--- config.mk ---
export PLATFORM = sky130hd
export DESIGN_NAME = picomips_core_p
export DESIGN_NICKNAME = d
export VERILOG_FILES = /design/src/rtl/picomips_pkg.sv /design/src/rtl/picomips_regfile.sv /design/src/rtl/picomips_core_p.sv
export SDC_FILE = /design/constraint.sdc
export NUM_CORES = 1
export LEC_CHECK = 0
export CORE_ASPECT_RATIO = 0.9
export CORE_MARGIN = 2
export CORE_UTILIZATION = 60
export CTS_BUF_LIST = sky130_fd_sc_hd__clkbuf_4 sky130_fd_sc_hd__clkbuf_8
export CTS_CLUSTER_SIZE = 25
export DETAILED_ROUTE_END_ITERATION = 7
export PLACE_DENSITY = 0.86
export REMOVE_ABC_BUFFERS = 1
export SLEW_MARGIN = 20
export SYNTH_ARGS = -nofsm -noshare
export SYNTH_HDL_FRONTEND = slang
export SYNTH_SLANG_ARGS = --single-unit
--- constraint.sdc ---
create_clock -name Clock -period 5.6 [get_ports Clock]
set_input_delay 0.84 -clock Clock [delete_from_list [all_inputs] [get_ports Clock]]
set_output_delay 0.84 -clock Clock [all_outputs]
set_load 0.01 [all_outputs]
--- src/rtl/picomips_pkg.sv ---
// Shared types and helpers for the parametrised picoMips accumulator core.
package picomips_pkg;

  localparam int OPC_W = 4;

  typedef enum logic [OPC_W-1:0] {
    OP_NOP   = 4'h0,
    OP_LDI   = 4'h1,
    OP_LDSW  = 4'h2,
    OP_LDR   = 4'h3,
    OP_STR   = 4'h4,
    OP_ADDI  = 4'h5,
    OP_ADDR  = 4'h6,
    OP_MULI  = 4'h7,
    OP_MULR  = 4'h8,
    OP_JMP   = 4'h9,
    OP_BZ    = 4'hA,
    OP_BN    = 4'hB,
    OP_WAIT  = 4'hC,
    OP_HALT  = 4'hD,
    OP_RSV_E = 4'hE,
    OP_RSV_F = 4'hF
  } opcode_t;

  typedef enum logic [2:0] {
    FETCH,
    DECODE,
    EXEC,
    WAIT_HI,
    WAIT_LO,
    HALT
  } state_t;

  // Q1.(w-1) fractional product of two w-bit values sign-extended to 16 bits.
  function automatic logic [15:0] frac_mul(input logic signed [15:0] a,
                                           input logic signed [15:0] b,
                                           input int unsigned w);
    logic signed [31:0] p;
    p = $signed({{16{a[15]}}, a}) * $signed({{16{b[15]}}, b});
    return 16'(p >>> (w - 1));
  endfunction

endpackage

--- src/rtl/picomips_regfile.sv ---
// NREG x DATA_W register file: async-reset flops, one write port, one combinational read port.
module picomips_regfile
  import picomips_pkg::*;
#(
  parameter int DATA_W = 8,
  parameter int NREG   = 2,
  localparam int REG_AW = (NREG > 2) ? $clog2(NREG) : 1
) (
  input  logic              i_clk,
  input  logic              i_rst_n,
  input  logic              i_we,
  input  logic [REG_AW-1:0] i_waddr,
  input  logic [DATA_W-1:0] i_wdata,
  input  logic [REG_AW-1:0] i_raddr,
  output logic [DATA_W-1:0] o_rdata
);

  logic [DATA_W-1:0] r_mem [NREG];

  always_ff @(posedge i_clk or negedge i_rst_n) begin
    if (!i_rst_n) begin
      r_mem <= '{default: '0};
    end else if (i_we) begin
      r_mem[i_waddr] <= i_wdata;
    end
  end

  assign o_rdata = r_mem[i_raddr];

endmodule

--- src/rtl/picomips_core_p.sv ---
// Multi-cycle (FETCH/DECODE/EXEC) accumulator core with branches, WAIT handshake and HALT.
// Define PICOMIPS_MUL_EN to build the fractional multiplier for MULI/MULR.
module picomips_core_p
  import picomips_pkg::*;
#(
  parameter int DATA_W = 8,
  parameter int NREG   = 2,
  parameter int PC_W   = 5,
  localparam int INSTR_W = DATA_W + OPC_W
) (
  input  logic               Clock,
  input  logic               nReset,
  output logic [PC_W-1:0]    instr_addr,
  input  logic [INSTR_W-1:0] instr_data,
  input  logic [DATA_W-1:0]  sw_in,
  input  logic               Handshake,
  output logic [DATA_W-1:0]  acc_out,
  output logic               waiting,
  output logic               halted
);

  localparam int REG_AW = (NREG > 2) ? $clog2(NREG) : 1;

  state_t             r_state;
  logic [PC_W-1:0]    r_pc;
  logic [DATA_W-1:0]  r_acc;
  logic [INSTR_W-1:0] r_ir;
  logic               r_waiting;
  logic               r_halted;
  logic               r_hs_meta;
  logic               r_hs_sync;

  opcode_t            w_op;
  logic [DATA_W-1:0]  w_field;
  logic [REG_AW-1:0]  w_reg;
  logic [PC_W-1:0]    w_target;
  logic [DATA_W-1:0]  w_rdata;
  logic               w_we;

  assign w_op     = opcode_t'(r_ir[INSTR_W-1 -: OPC_W]);
  assign w_field  = r_ir[DATA_W-1:0];
  assign w_reg    = w_field[REG_AW-1:0];
  assign w_target = w_field[PC_W-1:0];
  assign w_we     = (r_state == EXEC) && (w_op == OP_STR);

`ifdef PICOMIPS_MUL_EN
  logic [DATA_W-1:0] w_mul_b;
  logic [DATA_W-1:0] w_mul;
  assign w_mul_b = (w_op == OP_MULR) ? w_rdata : w_field;
  assign w_mul   = DATA_W'(frac_mul(16'(signed'(r_acc)), 16'(signed'(w_mul_b)), DATA_W));
`endif

  picomips_regfile #(
    .DATA_W (DATA_W),
    .NREG   (NREG)
  ) u_regfile (
    .i_clk   (Clock),
    .i_rst_n (nReset),
    .i_we    (w_we),
    .i_waddr (w_reg),
    .i_wdata (r_acc),
    .i_raddr (w_reg),
    .o_rdata (w_rdata)
  );

  always_ff @(posedge Clock or negedge nReset) begin
    if (!nReset) begin
      r_hs_meta <= 1'b0;
      r_hs_sync <= 1'b0;
    end else begin
      r_hs_meta <= Handshake;
      r_hs_sync <= r_hs_meta;
    end
  end

  always_ff @(posedge Clock or negedge nReset) begin
    if (!nReset) begin
      r_state   <= FETCH;
      r_pc      <= '0;
      r_acc     <= '0;
      r_ir      <= '0;
      r_waiting <= 1'b0;
      r_halted  <= 1'b0;
    end else begin
      case (r_state)
        FETCH:  r_state <= DECODE;
        DECODE: begin
          r_ir    <= instr_data;
          r_state <= EXEC;
        end
        EXEC: begin
          // Default sequential PC; branch/WAIT/HALT arms override it.
          r_pc    <= r_pc + 1'b1;
          r_state <= FETCH;
          case (w_op)
            OP_LDI:  r_acc <= w_field;
            OP_LDSW: r_acc <= sw_in;
            OP_LDR:  r_acc <= w_rdata;
            OP_ADDI: r_acc <= r_acc + w_field;
            OP_ADDR: r_acc <= r_acc + w_rdata;
`ifdef PICOMIPS_MUL_EN
            OP_MULI, OP_MULR: r_acc <= w_mul;
`endif
            OP_JMP:  r_pc <= w_target;
            OP_BZ:   if (r_acc == '0) r_pc <= w_target;
            OP_BN:   if (r_acc[DATA_W-1]) r_pc <= w_target;
            OP_WAIT: begin
              r_pc      <= r_pc;
              r_state   <= WAIT_HI;
              r_waiting <= 1'b1;
            end
            OP_HALT: begin
              r_pc     <= r_pc;
              r_state  <= HALT;
              r_halted <= 1'b1;
            end
            default: ;
          endcase
        end
        WAIT_HI: if (r_hs_sync) r_state <= WAIT_LO;
        WAIT_LO: begin
          if (!r_hs_sync) begin
            r_pc      <= r_pc + 1'b1;
            r_state   <= FETCH;
            r_waiting <= 1'b0;
          end
        end
        HALT:    ;
        default: r_state <= FETCH;
      endcase
    end
  end

  assign instr_addr = r_pc;
  assign acc_out    = r_acc;
  assign waiting    = r_waiting;
  assign halted     = r_halted;

endmodule

---- Yosys cells after proc, flatten, opt, wreduce, memory -nomap -nowiden ----
Cells that the tools add are included.
word-level totals
  register bits after elaboration ......... 48
  input port bits ......................... 23
  output and inout bits ................... 15
  word-level logic and storage cells ...... 68
operators by class
  $add $sub $neg .......................... 3
  $lt $le $gt $ge ......................... 2
  equality and inequality tests ........... 20
  multiplexer cells ....................... 19
  bitwise logic cells ..................... 2
  reductions and logical operators ........ 12
operators by type and width
  kind                 number
  $pmux 8 s5           1
  $mux 8               4
  $eq 4x4->1 const B   5
  $pmux 5 s4           1
  $pmux 3 s6           1
  $add 8x8->8          2
  $bwmux 16            1
  $mux 5               3
  $eq 4x3->1 const B   3
  $pmux 5 s2           1
  $reduce_and 3->1     3
  $demux 8 s1          1
  $eq 4x2->1 const B   2
  $logic_not 8->1      1
  $eq 3x2->1 const B   2
  $eq 3x3->1 const B   2
  $mux 3               2
  $ne 2x2->1 const B   3
  $pmux 3 s2           1
  $add 5x1->5 const B  1
  $reduce_bool 5->1    1
  $eq 4x1->1 const B   1
  $reduce_and 2->1     2
  $eq 3x1->1 const B   1
  other kinds (11)     13

---- Logic depth before layout (Yosys ltp) ----
  word-level depth ........................ 6
  mapped depth ............................ 11
  depth with buffers taken out ............ 10

---- Hierarchy ----
A second synthesis with hierarchy kept.
unflattened totals
  cell total of the unflattened synthesis .. 276
  area, all modules ....................... 2922.8 um^2
by module, submodules not included
  module            instances  cells each  area an instance (um^2)  sequential area each (um^2)
  picomips_core_p   1          232         2185.8                   800.8
  picomips_regfile  1          44          737.0                    400.4

---- Worst setup path before layout ----
No wires, ideal clock.
  path kind ............................... flip-flop to flip-flop
  start point ............................. reg r_ir[8]
  end point ............................... reg r_acc[4], in the netlist acc_out[4]
  setup time .............................. 129 ps
  data arrival time ....................... 2638 ps
  data required time ...................... 5471 ps
  path slack .............................. 2834 ps
  stages on the path, launching flop included .. 12
  buffers on the path ..................... 2
  period minus slack after synthesis ...... 2766 ps
  path through ............................ dfrtp_1 -> nor4bb_1 -> clkbuf_1 -> clkbuf_1 -> a31oi_1 -> ha_1 -> fa_1 -> a21o_1 -> a21oi_1 -> xnor2_1 -> a221oi_1 -> a21oi_1
on the way
  cells in the longest elaborated chain, start to end .. 3
  elaborated cells between the ends (all ways) .. 8
  those cells by class .................... eq/ne: 5; mux: 1; reduce/logical: 2
RTL lines
  what                                      RTL line               RTL
  from (decl)                               picomips_core_p.sv:27  logic [INSTR_W-1:0] r_ir;
  from (signal assigned)                    picomips_core_p.sv:88  r_ir <= instr_data;
  $eq 4x3->1, or another cell as far along  picomips_core_p.sv:95  case (w_op)
  $reduce_bool 5->1 (no line)               --
  $reduce_and 2->1 (no line)                --
  to (signal assigned)                      picomips_core_p.sv:96  OP_LDI: r_acc <= w_field;
  to (signal assigned)                      picomips_core_p.sv:97  OP_LDSW: r_acc <= sw_in;
  to (signal assigned)                      picomips_core_p.sv:98  OP_LDR: r_acc <= w_rdata;
  to (decl)                                 picomips_core_p.sv:26  logic [DATA_W-1:0] r_acc;
Parallel ways exist; a longest one is shown, timed or not.
A chain may end at the register's enable or synchronous reset.

---- Worst setup path after layout ----
Ends and elaborated chain as after synthesis.

==> results.md <==
Placed design:
- The cell total after placement is 362.
- Once detailed placement completed, the half-perimeter wirelength came to about 4300 um.
- At the end of routability-driven placement, the weighted congestion stood at around 0.9.
- The placed cell area is between 0.003 and 0.004 mm2.
- The number of buffers inserted by port buffering is 37.

Clock network:
- The clock transition at the registers of the reported paths is 0.10 ns.
- Hold repair after CTS inserted 0 buffers.
- The number of setup buffers added after CTS is 0.
- The number of cells upsized or downsized after cts is 0.
- The number of H-tree levels is 2.
- The number of clock buffers inserted by TritonCTS is 5.
- The longest clock path from root to sink contains 2 buffers.
- The root buffer cell is clkbuf_8.
- The clock drives 48 sinks.
- TritonCTS built the clock tree.
- The clock reaches the later pin of the worst-skew pair after 0.31 ns.

Setup path:
- The required time at the endpoint of the critical path is 5.76 ns.
- The register-to-register setup slack is between 2 and 3 ns.
- The count of buffer and inverter cells on the critical path is 1.
- The worst setup path is captured at a flop.
- For this run, the slowest stage of the critical path takes approximately 0.55 ns.
- By instance count, the cell type seen most on the critical path is a21oi_1.
- Data on the critical path arrives at its endpoint at ~3.1 ns.
- The cell family contributing the most delay on the critical path is compound AO/OA/AOI/OAI gates.
- The highest net fanout along the worst path is 15.
- The critical path startpoint category is a flop.
- Among all stages on the critical path, the largest delay is contributed by dfrtp_1.
- Walking the worst path, the cells encountered are nor4bb_2 > buf_4 > a31oi_1 > ha_1 > fa_1 > a21o_1 > a21oi_1 > xnor2_1 > a221oi_1 > a21oi_1.
- The worst setup path is of the flop to flop kind.

Timing:
- The final critical delay including setup and external delays is just under 3 ns.
- The worst clock skew is around 0.0077 ns.
- Headroom to the max-slew limit came out at 0.349.
- The number of setup violations in the final report is 0.
- At the pin with the least slew margin, the transition time is 0.974 ns.
- Summed over all failing endpoints, the final setup total negative slack is 0 ns.
- The final-report hold violation count came to 0.
- The max-slew violation count is 0.
- Across all hold checks on the routed design, the worst slack comes to about 0.37 ns.
- The final worst-path cycle share is 0.527.
- The top achievable clock speed is 0.339 GHz.
- Setup repair after global routing left no endpoint under its margin.

Logic synthesis:
- Yosys mapped the design onto 53 distinct sky130hd cell types.
- Of all flip-flops after synthesis, the portion carrying an async set or reset was 1.00.
- Synthesis inferred 48 register bits.
- The count of flip-flops with a built-in enable after synthesis is 0.
- During synthesis, Yosys emitted a total of 0 warnings.
- The per-instance average area after synthesis is roughly 10 um2.
- Of the post-synthesis cell area, the dominant cell type holds 0.429.
- For this run, the leading register cell type out of synthesis is dfrtp_1.
- Of all cell types, the one taking the most synthesized area is dfrtp_1.
- By area the synthesized netlist is led by dfrtp_1 43%, mux2_2 11%, mux2i_1 5.0%.
- The most frequent cell after synthesis is dfrtp_1.
- The share of synthesized area occupied by flip-flops and latches is 0.429.
- The area of the mapped netlist is 0.00280 mm2.
- The number of standard cells after synthesis is 279.
- Ranked by instance count, the synthesized netlist is headed by 48 x dfrtp_1, 27 x mux2_2, 26 x nor2_1, 20 x a21oi_1, 20 x nand2_1.

Floorplanning:
- The height of the chip is just under 70 um.
- The effective utilization at floorplan is 0.628.
- After floorplanning, the core was sized to cover 0.00446 mm2.
- The number of placed I/O pins is 38.
- The width of the die is 76.0 um.
- The initialized floorplan defines 23 standard-cell rows.
- The die area is between 0.005 and 0.006 mm2.

Outcome:
- The flow ran to the end, and the final reports show no timing, DRC or antenna violations.

Worst hold path:
- The tightest min-delay check is of the flop to flop type.

Flow run:
- Max-cap violations in this run came to 0.

Routing:
- The count of nets left with antenna violations after detail routing is 0.
- Before antenna repair, the detailed router went through 4 iterations.
- Dividing the detail-routed via count by the number of cells gives ~6.1.
- The number of DRC violations after detailed routing is 0.
- The detailed router finished its first iteration with between 150 and 200 violations.
- The routed design has ~6300 um of wire.
- The detailed router placed ~2,200 vias in this run.
- The mean routed wirelength per cell is about 17 um.

GRT:
- The number of global-route vias before repair came to 2,187.
- The overflow left after global routing is 0.
- The wire length of the first global-routing pass is 10,600 um.
- The total routing resource utilization after global routing is 0.264.
- The number of antenna violations at the first check in global routing is 0.
- Entering global routing, the biggest net connects 49 pins.

Layout:
- For this run, the number of standard cells in the final layout without fillers is between 300 and 400.
- The area growth from synthesis to layout is 18.3%.
- The finished cells cover about 0.0033 mm2.
- The number of nets in the finished design is 339.
- The fraction of layout cells with a size suffix above 1 is 0.153.
- The antenna diode count is 0.

Power:
- The peak ir drop on the vdd network is around 0.3 mV.
- Power spread over the standard cell area amounts to 628 mW/mm2.
- The static leakage power is 0.00137 uW.
[registers in the layout, summed over array words and instances (netlist names)]
register	flops
u_regfile.r_mem	16
r_ir	12
acc_out	8
instr_addr	5
r_state	3
halted	1
r_hs_meta	1
r_hs_sync	1
waiting	1
[layer usage]
layer / global-route usage / vias up / wire, um
met5: 0 / - / 0
met4: 0.116 / 0 / 70
met3: 0.0638 / 12 / 420
met2: 0.431 / 77 / 2970
met1: 0.344 / 1089 / 2860
li1: - / 1071 / -
[path summary, 6_finish.rpt]
path / from / endpoint / depth (start not counted)
max reg2reg: r_ir[8]$_DFFE_PN0P_ / acc_out[4]$_DFFE_PN0P_ / 10
min reg2reg: r_hs_meta$_DFF_PN0_ / r_hs_sync$_DFF_PN0_ / 0
min in group asynchronous: nReset / u_regfile.r_mem[15]$_DFFE_PN0P_ / 1
max: r_ir[8]$_DFFE_PN0P_ / acc_out[4]$_DFFE_PN0P_ / 10
max in group asynchronous: nReset / u_regfile.r_mem[9]$_DFFE_PN0P_ / 1
min: r_hs_meta$_DFF_PN0_ / r_hs_sync$_DFF_PN0_ / 0
[kinds of logic (layout without fill, tap and decap cells)]
logic type | count (synthesis) | count (layout) | synth area share
adder cells (fa/ha/maj) | 9 | 9 | 0.0429
AND/OR/NAND/NOR | 81 | 81 | 0.155
buffers and inverters | 27 | 56 | 0.0397
AO/OA/AOI/OAI | 66 | 66 | 0.153
multiplexers | 41 | 41 | 0.158
flip-flops | 48 | 48 | 0.429
XOR/XNOR | 7 | 7 | 0.0219
[cell usage in the layout, fill, tap and decap left out, types with 2 or more instances in the layout]
| master | synthesis | final |
|---|---|---|
| nand2b_1 | 2 | 2 |
| nand3b_1 | 2 | 2 |
| xor2_1 | 5 | 5 |
| a211oi_1 | 2 | 2 |
| xnor2_1 | 2 | 2 |
| nor2_1 | 26 | 26 |
| nor3b_1 | 3 | 2 |
| nor2b_1 | 3 | 3 |
| a21oi_1 | 20 | 20 |
| clkdlybuf4s50_1 | 0 | 36 |
| or2_2 | 2 | 2 |
| a221oi_1 | 6 | 6 |
| nor3_1 | 2 | 2 |
| o21bai_1 | 2 | 2 |
| inv_1 | 10 | 10 |
| nand2_1 | 20 | 20 |
| and3_1 | 2 | 2 |
| a31oi_1 | 3 | 3 |
| mux2_2 | 27 | 27 |
| o22ai_1 | 3 | 3 |
| buf_4 | 1 | 2 |
| o2111ai_1 | 2 | 2 |
| a221o_1 | 2 | 2 |
| mux2i_1 | 14 | 14 |
| a21boi_0 | 2 | 2 |
| ha_1 | 8 | 8 |
| o21ai_0 | 14 | 14 |
| nand3_1 | 7 | 7 |
| dfrtp_1 | 48 | 48 |
| clkbuf_8 | 0 | 5 |
| a21o_1 | 2 | 2 |
[through the flow]
stage / util / worst slack [ns] / total power (uW)
2_1_floorplan: - / 2.06 / 1460
3_3_place_gp: 0.715 / 2.84 / 1750
3_5_place_dp: 0.715 / 2.72 / 1790
4_1_cts: 0.741 / 2.69 / 2060
5_1_grt: 0.743 / 2.42 / 2250
6_report: 0.743 / 2.65 / 2080
[where the power goes]
group          leakage, uW  switching, uW  internal, uW
combinational     0.000735            525           560
clock            0.0000548            128           135
sequential        0.000585            231           501
total              0.00137            885          1200
[final cells by class]
cell class                      instances  area, um2
Clock buffer                            5       68.8
Clock inverter                          3       46.3
Fill cell                             312       1150
Inverter                               10       37.5
Multi-Input combinational cell        204       1510
Sequential cell                        48       1200
Tap cell                               62       77.6
Timing Repair Buffer                   38        375
No activity file was read; power rests on OpenSTA's default activity.
